**config.mk**
```make
export PLATFORM = sky130hd
export DESIGN_NAME = pattern_ram
export DESIGN_NICKNAME = d
export VERILOG_FILES = /design/src/rtl/step_pattern_sequencer_pkg.sv /design/src/rtl/step_pattern_sequencer_pattern_ram.sv
export SDC_FILE = /design/constraint.sdc
export NUM_CORES = 1
export LEC_CHECK = 0
export CAP_MARGIN = 10
export CORE_MARGIN = 8
export CORE_UTILIZATION = 55
export DETAILED_ROUTE_END_ITERATION = 6
export GPL_ROUTABILITY_DRIVEN = 0
export HOLD_SLACK_MARGIN = 0.02
export PLACE_DENSITY = 0.74
export REMOVE_ABC_BUFFERS = 1
export SYNTH_ARGS = -nofsm -noshare
export SYNTH_HDL_FRONTEND = slang
export SYNTH_SLANG_ARGS = --single-unit
```
**constraint.sdc**
```tcl
create_clock -name clk -period 2.4 [get_ports clk]
set_clock_uncertainty 0.15 [all_clocks]
set_input_delay 0.48 -clock clk [delete_from_list [all_inputs] [get_ports clk]]
set_output_delay 0.48 -clock clk [all_outputs]
set_load 0.005 [all_outputs]
```
**src/rtl/step_pattern_sequencer_pkg.sv**
```systemverilog
// -----------------------------------------------------------------------------
// seq_pkg
// Shared types and defaults for the step pattern sequencer.
//   STEPS       pattern length (power of two)
//   TONES       tone-select width, one bit per semitone
//   GAP_CYCLES  articulation gap length in clocks (used with STEP_SEQ_GATE_EN)
// -----------------------------------------------------------------------------
package seq_pkg;

  localparam int STEPS      = 16;
  localparam int TONES      = 12;
  localparam int GAP_CYCLES = 250000;
  localparam int LOOP_W     = 3;

  typedef logic [$clog2(STEPS)-1:0]        step_t;
  typedef logic [TONES-1:0]                tone_t;
  typedef logic [LOOP_W-1:0]               loop_t;
  typedef logic [$clog2(GAP_CYCLES+1)-1:0] gap_t;

  typedef enum logic {
    IDLE = 1'b0,
    PLAY = 1'b1
  } seq_state_t;

  localparam step_t LAST_STEP = step_t'(STEPS - 1);

endpackage

```
**src/rtl/step_pattern_sequencer_pattern_ram.sv**
```systemverilog
// -----------------------------------------------------------------------------
// pattern_ram
// STEPS x TONES flop array holding the tone pattern.
//   clk        clock
//   reset      synchronous active-high clear of array and read registers
//   wr_en/wr_addr/wr_data  single write port
//   play_addr -> play_data  registered playback read port
//   rd_addr   -> rd_data    registered display read port
// A read of the address being written returns the old data (read-before-write).
// -----------------------------------------------------------------------------
module pattern_ram
  import seq_pkg::*;
(
  input  logic  clk,
  input  logic  reset,
  input  logic  wr_en,
  input  step_t wr_addr,
  input  tone_t wr_data,
  input  step_t play_addr,
  output tone_t play_data,
  input  step_t rd_addr,
  output tone_t rd_data
);

  tone_t mem [STEPS];

  // NOTE: the array is a flop bank, not a RAM macro, so it can and must be
  // cleared on reset; the pattern is expected to read back as zero afterwards.
  always_ff @(posedge clk) begin
    if (reset) begin
      for (int i = 0; i < STEPS; i++) mem[i] <= '0;
      play_data <= '0;
      rd_data   <= '0;
    end else begin
      // NOTE: non-blocking updates make both reads see the pre-write contents,
      // which gives read-before-write on an address collision for free.
      if (wr_en) mem[wr_addr] <= wr_data;
      play_data <= mem[play_addr];
      rd_data   <= mem[rd_addr];
    end
  end

endmodule

```
==> run_results.csv, run 1 <==
group,metric,value,unit
power,sequentialPowerShare,0.504,
clock_tree,cts_num_sinks,216,
sta,clock.fmax,486,MHz
finish,most_frequent_cells_in_the_layout,"sky130_fd_sc_hd__and2_1, sky130_fd_sc_hd__edfxtp_1, sky130_fd_sc_hd__mux2i_1",
worst_setup_path,r2r-end,"play_data[2]",
worst_setup_path,timing.setup.critical_path_class,"register to output pin",
sta,report.final.setup_viol,0,
clock_tree,cts.path.max_buffers,3,
run,max_cap_viols,0,
detailed_routing,total_via_count_in_the_routed_design,7573,
die,area_inside_the_core_boundary,20000,um2
sta,hold_slack,0.565,ns
finish,drive_above_1_share,0.185,
sta,final.min_clock_period,2.06,ns
detailed_routing,post_drt_via_cell_ratio,6.37,
worst_setup_path,path_delay_family,"buffers and inverters",
detailed_routing,detail_route.drc_violations,0,
clock_tree,htree_num_levels,1,
sta,max_slew.worst_pin.slew,0.910,ns
worst_setup_path,critical_path_buf_inv_count,1,
worst_setup_path,depth_of_the_worst_register_to_register_path,3,
clock_tree,post_cts_hold_buffer_count,0,
placement,post_place_worst_slack,-0.0905,ns
worst_setup_path,critical-path-max-stage-delay,0.53,ns
sta,final_critical_path_share_of_the_clock_period,0.857,
logic_synthesis,syn_avg_cell_area,13.6,um2
detailed_routing,drt-initial-drc-count,874,
detailed_routing,drt_pass1_iterations,7,
worst_setup_path,worst_ep_arrival_time,1.43,ns
grt,grt_first_pass_wirelength,47300,um
sta,finalMaxSlewViolations,0,
power,cellPowerDensity,682,nW/um2
grt,grt.overflow.total,0,
grt,first_global_vias,8104,
detailed_routing,detail-route-antenna-nets,0,
logic_synthesis,synth_top_area_share,0.518,
worst_setup_path,crit_path_launch_type,"register",
placement,io_buffer_count,50,
worst_setup_path,required,1.77,ns
power,pwr-share-clk,0.374,
sta,grt_setup_unrepaired,"no",
clock_tree,cts_inserted_buffers,22,
clock_tree,cts_tree,"yes",
clock_tree,postCtsSetupRepairBufs,0,
die,placement_rows,52,
min_path,hold_path_cell_cnt,3,
logic_synthesis,synth-warning-count,0,
worst_setup_path,timing.critical_path.cells,"clkdlybuf4s50_1",
die,chipWidth,158,um
grt,grt_antenna_before_repair,0,
min_path,hold_path_end,"play_data[9]",
worst_setup_path,path_max_fanout,1,
detailed_routing,routed_wire_length_per_instance,26.2,um
min_path,hold_path.class,"register to register",
sta,relSlewSlack,0.391,
grt,grt_start_max_net_pins,35,
placement,hpwl,21900,um
sta,setup_ws,0.344,ns
power,static-leakage-power,4.94,nW
sta,hold_violations,0,
worst_setup_path,ff2ff_setup_slack,0.78,ns
die,y_dimension_of_the_die,158,um
logic_synthesis,synth_sequential_area_ratio,0.561,
finish,antenna-diode-count,0,
clock_tree,clock_insertion_delay_worst_skew,0.50,ns
worst_setup_path,r2r-start,"mem[11][2]",
worst_setup_path,setup.worst_path.end_class,"output pin",
finish,flow.area_growth_from_synthesis,16.7,%
die,die_area,25100,um2
grt,met1_usage,0.316,
logic_synthesis,netlist_top_cells_area,"sky130_fd_sc_hd__edfxtp_1, sky130_fd_sc_hd__and2_1, sky130_fd_sc_hd__mux2i_1",
power,p_int,6.77,mW
worst_setup_path,slowest_stage_cell_crit_path,"sky130_fd_sc_hd__clkdlybuf4s50_1",
power,comb_power_share,0.123,
detailed_routing,routed_wl,31200,um
logic_synthesis,ys_seq_elements,216,
clock_tree,cts_root_buf,"sky130_fd_sc_hd__clkbuf_16",
die,io_pins,51,
grt,gr-usage-all-layers,0.255,
grt,grt_util_met2,0.412,
status,result_of_the_run,"complete, no violations",
power,switchingPower,2.09,mW
logic_synthesis,synth_cell_types,36,
logic_synthesis,netlist_instances,817,
grt,top_usage_layer,"met2",
clock_tree,worst_setup_hold_path_clk_slew,0.06,ns
grt,groute.layer.met3.usage,0.0567,
min_path,hold_path_startpoint,"mem[13][9]",
power,sw_frac_of_total,0.236,
logic_synthesis,post-synth-top-area-cell,"sky130_fd_sc_hd__edfxtp_1",
power,worst_ir_drop_vdd,0.000485,V
finish,mostFrequentLayoutCell,"sky130_fd_sc_hd__and2_1",
die,starting_utilization_of_the_core_area,0.556,
clock_tree,ctsResizeCount,0,
finish,nets,931,
logic_synthesis,syn_area,11100,um2
routing by layer:
metal / up-vias / share of wire
li1: 3216 / -
met1: 3770 / 0.39
met2: 477 / 0.47
met3: 110 / 0.093
met4: 0 / 0.050
met5: - / 0
cell usage after synthesis:
cell type / n
sky130_fd_sc_hd__a211oi_1: 2
sky130_fd_sc_hd__a21oi_1: 8
sky130_fd_sc_hd__a221oi_1: 1
sky130_fd_sc_hd__a22o_1: 2
sky130_fd_sc_hd__a22oi_1: 45
sky130_fd_sc_hd__and2_0: 1
sky130_fd_sc_hd__and2_1: 193
sky130_fd_sc_hd__buf_1: 2
sky130_fd_sc_hd__buf_12: 7
sky130_fd_sc_hd__buf_2: 6
sky130_fd_sc_hd__buf_4: 3
sky130_fd_sc_hd__buf_6: 7
sky130_fd_sc_hd__clkbuf_1: 44
sky130_fd_sc_hd__dfxtp_1: 24
sky130_fd_sc_hd__edfxtp_1: 192
sky130_fd_sc_hd__mux2_1: 6
sky130_fd_sc_hd__mux2i_1: 112
sky130_fd_sc_hd__mux4_1: 3
sky130_fd_sc_hd__mux4_2: 39
sky130_fd_sc_hd__nand2_1: 19
sky130_fd_sc_hd__nand2b_1: 13
sky130_fd_sc_hd__nand3_1: 23
sky130_fd_sc_hd__nand4b_1: 1
sky130_fd_sc_hd__nand4bb_1: 1
sky130_fd_sc_hd__nor2_1: 18
sky130_fd_sc_hd__nor2b_1: 5
sky130_fd_sc_hd__nor3_1: 4
sky130_fd_sc_hd__nor3b_2: 1
sky130_fd_sc_hd__o211ai_1: 3
sky130_fd_sc_hd__o21ai_1: 2
sky130_fd_sc_hd__o221ai_1: 4
sky130_fd_sc_hd__o221ai_2: 2
sky130_fd_sc_hd__o22ai_1: 5
sky130_fd_sc_hd__o31ai_1: 2
sky130_fd_sc_hd__or2_1: 5
sky130_fd_sc_hd__or2_2: 12
state kept, by name, indices dropped and copies added, names as in the netlist:
signal and count:
play_data 12, mem 192, rd_data 12
layout make-up:
cell class	instances	area, um2
fillers	1512	7040
flip-flops and latches	216	6250
multi-input cells	532	4450
repair buffers	132	1270
clock buffers	33	633
well taps	270	338
clock inverters	6	57.6
worst max-delay path by stage:
stage	startpoint	to	slack, ns	cells past startpoint
4_1_cts	rd_data[5]	rd_data[5]	0.34	1
3_5_place_dp	wr_addr[0]	mem[2][10]	-0.09	6
6_report	rd_data[5]	rd_data[5]	0.34	1
5_1_grt	rd_data[7]	rd_data[7]	0.32	1
3_3_place_gp	reset	mem[2][8]	-0.07	6
2_1_floorplan	wr_addr[0]	mem[0][0]	0.33	4
per-stage QoR:
stage	utilization	TNS (ns)	instance area [um2]	total power [mW]	std cells
final	0.649	0	13000	8.86	1189
after global routing	0.649	0	13000	9.12	1189
after CTS	0.649	0	13000	8.88	1189
after detailed placement	0.614	-2.35	12300	5.60	1150
after global placement	0.614	-1.33	12300	5.57	1150
after floorplan	-	0	10700	4.96	748
power groups by stage:
stage	registers (mW)	clock network, mW	logic [mW]
CTS	4.46	3.34	1.07
floorplan	4.48	0	0.479
detailed placement	4.54	0	1.07
global placement	4.52	0	1.05
finish	4.47	3.31	1.09
global route	4.48	3.49	1.14
cells by family after synthesis:
| family | after synthesis | share of synthesized area |
|---|---|---|
| AOI/OAI and AO/OA | 76 | 0.0505 |
| buffers and inverters | 69 | 0.0399 |
| DFF | 216 | 0.561 |
| muxes | 160 | 0.193 |
| and+or+nand+nor | 296 | 0.156 |
Note: power is estimated with default switching activity, not from simulation.
==> inputs of run 2 (changes only) <==
--- a/config.mk
+++ b/config.mk
@@ -8,6 +8,7 @@
 export CAP_MARGIN = 10
 export CORE_MARGIN = 8
 export CORE_UTILIZATION = 55
+export CTS_CLUSTER_SIZE = 25
 export DETAILED_ROUTE_END_ITERATION = 6
 export GPL_ROUTABILITY_DRIVEN = 0
 export HOLD_SLACK_MARGIN = 0.02
==> results of run 2 <==
Final layout, timing and power as in run 1 (identical DEF).
